### config.mk
export PLATFORM = sky130hd
export DESIGN_NAME = tiny32_intc
export DESIGN_NICKNAME = d
export VERILOG_FILES = /design/src/rtl/tiny32_intc.sv
export SDC_FILE = /design/constraint.sdc
export NUM_CORES = 1
export LEC_CHECK = 0
export BUFFER_PORTS_ARGS = -buffer_cell sky130_fd_sc_hd__buf_2
export CORE_UTILIZATION = 40
export CTS_CLUSTER_SIZE = 24
export DETAILED_ROUTE_END_ITERATION = 8
export GPL_TIMING_DRIVEN = 1
export HOLD_SLACK_MARGIN = 0.15
export PLACE_DENSITY = 0.68
export SLEW_MARGIN = 0
export SYNTH_ARGS = -nofsm -noshare
export SYNTH_HDL_FRONTEND = slang
export SYNTH_SLANG_ARGS = --single-unit
### constraint.sdc
create_clock -name clk -period 2.6 [get_ports clk]
set_input_delay 0.52 -clock clk [delete_from_list [all_inputs] [get_ports clk]]
set_output_delay 0.52 -clock clk [all_outputs]
set_load 0.02 [all_outputs]
### src/rtl/tiny32_intc.sv
// Eight-source interrupt controller for the tiny32 core: level/edge, polarity, ack-based clearing.
// Optional INTC_SYNC_EN adds a second irq synchronizer flop (one extra cycle of latency).
module tiny32_intc #(
  parameter logic [31:0] BASE_ADDRESS = 32'h0
) (
  input  logic        clk,
  input  logic        nreset,
  input  logic [7:0]  irq,
  output logic [7:0]  interrupt,
  input  logic [7:0]  interrupt_ack,
  input  logic [31:0] address,
  input  logic [31:0] data_in,
  output logic [31:0] data_out,
  input  logic        nrd,
  input  logic [3:0]  nwr,
  output logic        ready
);

  logic [7:0]  enable_r, pending_r, mode_r, polarity_r;
  logic [7:0]  interrupt_r, prev_s_r, ack_prev_r;
  logic [31:0] data_out_r;
  logic        ready_r;
  logic [7:0]  irq_sampled_s, active_s, rise_s, w1c_s, ack_clr_s, pending_next_s;
  logic [7:0]  rd_mux_s;
  logic        sel_s, first_s, wr_s, rd_s, ack_rise_s;
  logic        unused_s;

  // Returns a one-hot mask of the highest set bit, zero when nothing is set.
  function automatic logic [7:0] highest_bit(input logic [7:0] v);
    logic [7:0] res;
    res = 8'h00;
    for (int i = 0; i < 8; i++) begin
      res = v[i] ? (8'h01 << i) : res;
    end
    return res;
  endfunction

  assign unused_s = ^{address[1:0], data_in[31:8]};

  assign sel_s   = (address[31:4] == BASE_ADDRESS[31:4]) & (~nrd | (nwr != 4'b1111));
  // ready doubles as the delayed sel, so first_s marks the single cycle where the access acts
  assign first_s = sel_s & ~ready_r;
  assign wr_s    = first_s & ~nwr[0];
  assign rd_s    = first_s & ~nrd;

`ifdef INTC_SYNC_EN
  logic [7:0] sync1_r, sync2_r;
  // Two-flop synchronizer for asynchronous peripheral requests.
  always_ff @(posedge clk or negedge nreset) begin
    if (!nreset) begin
      sync1_r <= 8'h00;
      sync2_r <= 8'h00;
    end else begin
      sync1_r <= irq;
      sync2_r <= sync1_r;
    end
  end
  assign irq_sampled_s = sync2_r;
`else
  logic [7:0] sync1_r;
  // Single sampling stage for requests already synchronous to clk.
  always_ff @(posedge clk or negedge nreset) begin
    if (!nreset) begin
      sync1_r <= 8'h00;
    end else begin
      sync1_r <= irq;
    end
  end
  assign irq_sampled_s = sync1_r;
`endif

  // Next PENDING: edge sources set on rise (set beats clear), level sources follow the active level.
  always_comb begin
    active_s   = irq_sampled_s ^ polarity_r;
    rise_s     = active_s & ~prev_s_r;
    ack_rise_s = (ack_prev_r == 8'h00) && (interrupt_ack != 8'h00);
    w1c_s      = 8'h00;
    ack_clr_s  = 8'h00;
    if (wr_s && (address[3:2] == 2'd1)) begin
      w1c_s = data_in[7:0];
    end else begin
      w1c_s = 8'h00;
    end
    if (ack_rise_s) begin
      ack_clr_s = highest_bit(interrupt_ack & mode_r);
    end else begin
      ack_clr_s = 8'h00;
    end
    pending_next_s = (mode_r & ((pending_r & ~(w1c_s | ack_clr_s)) | rise_s))
                   | (~mode_r & active_s);
  end

  // Register read multiplexer.
  always_comb begin
    rd_mux_s = 8'h00;
    case (address[3:2])
      2'd0:    rd_mux_s = enable_r;
      2'd1:    rd_mux_s = pending_r;
      2'd2:    rd_mux_s = mode_r;
      2'd3:    rd_mux_s = polarity_r;
      default: rd_mux_s = 8'h00;
    endcase
  end

  // Bus handshake, read capture and configuration register writes.
  always_ff @(posedge clk or negedge nreset) begin
    if (!nreset) begin
      ready_r    <= 1'b0;
      data_out_r <= 32'h0;
      enable_r   <= 8'h00;
      mode_r     <= 8'h00;
      polarity_r <= 8'h00;
    end else begin
      ready_r <= sel_s;
      if (rd_s) begin
        data_out_r <= {24'h0, rd_mux_s};
      end
      if (wr_s) begin
        case (address[3:2])
          2'd0:    enable_r   <= data_in[7:0];
          2'd2:    mode_r     <= data_in[7:0];
          2'd3:    polarity_r <= data_in[7:0];
          default: enable_r   <= enable_r;
        endcase
      end
    end
  end

  // Interrupt state: pending, edge/ack history and the registered request vector.
  always_ff @(posedge clk or negedge nreset) begin
    if (!nreset) begin
      pending_r   <= 8'h00;
      prev_s_r    <= 8'h00;
      ack_prev_r  <= 8'h00;
      interrupt_r <= 8'h00;
    end else begin
      pending_r   <= pending_next_s;
      prev_s_r    <= active_s;
      ack_prev_r  <= interrupt_ack;
      interrupt_r <= pending_r & enable_r;
    end
  end

  assign interrupt = interrupt_r;
  assign data_out  = data_out_r;
  assign ready     = ready_r;

endmodule
After elaboration in Yosys (flattened, before gate mapping):

Cells that the tools add are included.

* register bits: 73
* logic and storage cells: 55
* output and inout port bits: 41
* bits of input ports: 87

* reduce and logical (&&, ||, !) cells: 9
* equal/unequal tests: 4
* muxes and demuxes: 11
* bitwise operators: 21

Operators with widths (number)
* AND 8 bit: 6
* case mux 8 bit (4 select lines): 1
* logical NOT 28 bit: 1
* 2-to-1 mux 8 bit: 3
* inverter 8 bit: 3
* OR 8 bit: 3
* logical NOT 8 bit: 1
* nonzero test 8 bit: 1
* XOR 8 bit: 1
* 2-to-1 mux 7 bit: 1
* 2-to-1 mux 6 bit: 1
* AND reduction 2 bit: 3
* 2-to-1 mux 5 bit: 1
* AND 1 bit: 4
* == test 2 bit, second input constant: 2
* 2-to-1 mux 4 bit: 1
* != test 4 bit, second input constant: 1
* 2-to-1 mux 3 bit: 1
* inverter 1 bit: 3
* == test 2 x 1 -> 1 bit, second input constant: 1
* logical AND 1 bit: 2
* logical NOT 2 bit: 1
* 2-to-1 mux 2 bit: 1
* 2-to-1 mux 1 bit: 1
* OR 1 bit: 1

Depth between registers and ports, before layout:

* depth after elaboration: 16
* gate-level depth with buffers: 5
* mapped depth without buffers: 4

Worst setup path before layout:

No wires, ideal clock.

* kind: input to register
* start: input address[17]
* end: register mode_r[0]
* cell stages on the path: 5
* arrival time: 2038 ps
* required time: 2475 ps
* path slack: 437 ps
* buffers on the path: 1
* setup time: 125 ps
* path through: nor4_4 nand4_4 or4_1 buf_6 mux2_4

* word-level cells in the longest chain between the ends: 5

RTL lines
* start, declared: line 11 `input logic [31:0] address,`
* logical NOT 28 bit: line 40 `assign sel_s = (address[31:4] == BASE_ADDRESS[31:4]) & (~nrd | (nwr != 4'b1111));`
* AND 1 bit: line 40
* AND 1 bit: line 42 `assign first_s = sel_s & ~ready_r;`
* AND 1 bit: line 43 `assign wr_s = first_s & ~nwr[0];`
* AND reduction 2 bit (no source line)
* end signal, assigned: line 121 `2'd2: mode_r <= data_in[7:0];`
* end, declared: line 19 `logic [7:0] enable_r, pending_r, mode_r, polarity_r;`

Every way passes these cells.
A chain may end at the register's enable or synchronous reset.

Worst setup path after layout:

* start: input address[4]
* end: register mode_r[4]

Same word-level chain as after synthesis.

==> results.cfg <==
[timing]
finalSetupViolCount = 0
max_freq_ghz = 0.528
skew_ps = 7.91
rsz0062_at_grt = no
slew_violations = 0
hold_violations = 0
period_minus_slack_ps = 1900
relSlewSlack = 0.572
tightest_slew_ps = 640
fin_tns_setup_ps = 0
period_share = 0.729

[cts]
clkSinkCount = 73
clock-root-buffer = clkbuf_8
clk_path_buf_depth = 2
htree_num_levels = 3
clkLatencyLatePin_ps = 350
cts_resized = 0
cts.clk_slew.worst_paths_ps = 70
tritoncts = built
numCtsBuffers = 9
holdBufCountCts = 0
cts_setup_buffers = 0

[logic_synthesis]
synthAdderAreaFrac = 0
synthMuxAreaShare = 0.171
synth_compound_area_frac = 0.0469
synth_top_family_by_area = multiplexers
synth_xor_area_frac = 0.0210
synth_top_cell_by_area = dfrtp_1
ys_ff_latch = 73
yosysWarnings = 0
synth.top_cell.area_share = 0.547
synth_area_leaders = dfrtp_1, mux2_2, buf_4
netlist_instances = 243
yosys.area_share.simple = 0.148
avgSynthCellArea_um2 = 13.7
yosysUniqueCellTypes = 36
netlist_area_mm2 = 0.00334
yosysSeqAreaShare = 0.547

[route]
ant_nets = 0
drt-initial-drc-count = 97
firstDrtPassIters = 4
drcViolationCount = 0
wl_um = 6630
avgViaCountPerCell = 4.83
vias = 2138
wl_per_cell_um = 15.0

[final_layout]
syn2layout_area_growth_pct = 20.2
layout.nets = 423
drive_gt1_frac = 0.455
nFillCells = 728
final_cells = 443
antennaDiodeCount = 0

[worst_setup_path]
end_kind = flip-flop
path_max_fanout = 8
required_ps = 2840
crit_path_max_incr_delay_ps = 540
cp_slowest_cell = or4_1
crit_chain = buf_2 > nor4_4 > nand4_4 > or4_1 > buf_4 > mux2_4
cp_num_cells = 6
worstSetupStartpointType = primary input
cp-endpoint = mode_r[4]
rr_worst_depth = 4
rrSetupSlack_ps = 740
timing.rr.start = ack_prev_r[5]
startpoint = address[4]
crit_family = simple AND/OR/NAND/NOR gates
r2r_end = pending_r[2]
worstPathArrival_ps = 2130
worstSetupPathType = primary input to flip-flop
path_buf_inv = 2

[die]
core_mm2 = 0.00789
ios = 128
die_w_um = 93.3
start_util = 0.423
die_h_um = 93.3
dieArea_mm2 = 0.00871
row_count = 32

[power]
peakVddDrop_uv = 265
p_leak_uw = 0.00198
p_seq_frac = 0.529
swShare = 0.249
total_power_uw = 2210
pwr-share-clk = 0.392
combPwrFrac = 0.079
intPower_uw = 1660
powerDensity_mw_per_mm2 = 552
p_sw_uw = 550

[worst_hold_path]
worstHoldPathType = primary input to asynchronous set/reset pin

[grt]
grt_usage = 0.166
grt_pass1_wl_um = 10700
antenna_found_initial = 0
grt_pass1_vias = 2111
grt_overflow = 0
grt_max_degree = 74

[placement]
dp_cells = 427
gp_congestion = 0.741
dp_hpwl_um = 4780
portBuffers = 77

[job]
max_cap_violations = 0

[status]
status = finished clean
[power groups by stage]
| stage | Sequential [µW] | Combinational, µW | Clock (µW) |
|---|---|---|---|
| 5_1_grt | 1170 | 194 | 941 |
| 6_report | 1170 | 175 | 867 |
| 3_5_place_dp | 1190 | 178 | 0 |
| 3_3_place_gp | 1190 | 174 | 0 |
| 4_1_cts | 1170 | 178 | 897 |
| 2_1_floorplan | 1190 | 106 | 0 |
[stage by stage]
step	hold WS [ps]	setup WS (ps)	util	instance area [µm²]
after CTS	195	697	0.509	4010
after detailed placement	451	314	0.484	3820
after global routing	210	480	0.509	4010
after floorplan	224	437	-	3420
final	195	704	0.509	4010
after global placement	445	362	0.484	3820
[sequential cells by signal, summed over array words and instances, names as in the netlist]
name and flops:
enable_r 8, mode_r 8, ready 1, data_out 8, interrupt 8, ack_prev_r 8, polarity_r 8, prev_s_r 8
irq_sampled_s 8, pending_r 8
[synth_stat cells]
| cell type | count |
|---|---|
| buf_6 | 1 |
| nor4_4 | 7 |
| o31ai_1 | 1 |
| a2bb2oi_1 | 5 |
| mux4_2 | 8 |
| xnor2_1 | 3 |
| buf_4 | 24 |
| a22oi_1 | 2 |
| or4_1 | 1 |
| and2_1 | 9 |
| nand3_1 | 5 |
| a31oi_1 | 3 |
| xor2_1 | 5 |
| o311ai_0 | 3 |
| mux2_2 | 24 |
| a21oi_1 | 6 |
| nand4_1 | 3 |
| nand4_4 | 1 |
| buf_1 | 1 |
| conb_1 | 1 |
| mux2_4 | 8 |
| inv_1 | 4 |
| nor4_1 | 2 |
| nor2_1 | 3 |
| nand3b_1 | 1 |
| or3_2 | 1 |
| dfrtp_1 | 73 |
| nor2b_1 | 3 |
| o211ai_1 | 1 |
| nand2_1 | 25 |
| nor3_1 | 2 |
| a21boi_0 | 1 |
| nor4b_1 | 1 |
| nand3_2 | 1 |
| clkbuf_1 | 1 |
| nor4_2 | 3 |
[logic make-up (layout without fill, tap and decap cells)]
kind of cell | Yosys count | after routing
simple gates | 68 | 68
xor+xnor | 8 | 8
other cells | 1 | 24
buf+inv | 31 | 106
flops | 73 | 73
mux | 40 | 40
compound gates | 22 | 22
[how the worst min path moves through the flow]
stage	end	cells after the start
floorplan	ack_prev_r[0]	0
global placement	prev_s_r[3]	1
detailed placement	prev_s_r[0]	1
CTS	pending_r[1]	2
global route	ack_prev_r[1]	2
finish	data_out[6]	2
[placed cells by master (no fill, tap or decap), types with 2 or more instances in the layout]
cell and instances:
clkbuf_8 9, nor4_4 7, buf_2 77, nand4_1 3, nor3_1 2, a22oi_1 2
o311ai_0 3, a31oi_1 3, inv_1 4, a21oi_1 6, xor2_1 5, nor2_1 3
xnor2_1 3, nor4_2 3, conb_1 24, and2_1 9, nor4_1 2, clkinv_2 2
dfrtp_1 73, mux2_4 8, clkinvlp_4 3, buf_4 8, mux4_2 8, nand2_1 25
nor2b_1 3, mux2_2 24, nand3_1 5, a2bb2oi_1 5
[layout make-up]
class                   instances  area (µm²)  share of cell area
clock buffers                   9         124              0.0309
clock inverters                 7        71.3              0.0178
inverters                       4        15.0             0.00374
multi-input cells             162        1380               0.345
flip-flops and latches         73        1830               0.455
well taps                     102         128              0.0318
repair buffers                 86         465               0.116
[layer usage]
| metal | vias up | global-route usage | routed length (µm) |
|---|---|---|---|
| li1 | 1014 | - | - |
| met1 | 1060 | 0.208 | 2770 |
| met2 | 59 | 0.276 | 3470 |
| met3 | 5 | 0.0520 | 345 |
| met4 | 0 | 0.0462 | 41 |
| met5 | - | 0 | 0 |
(Power assumes the default switching activity.)
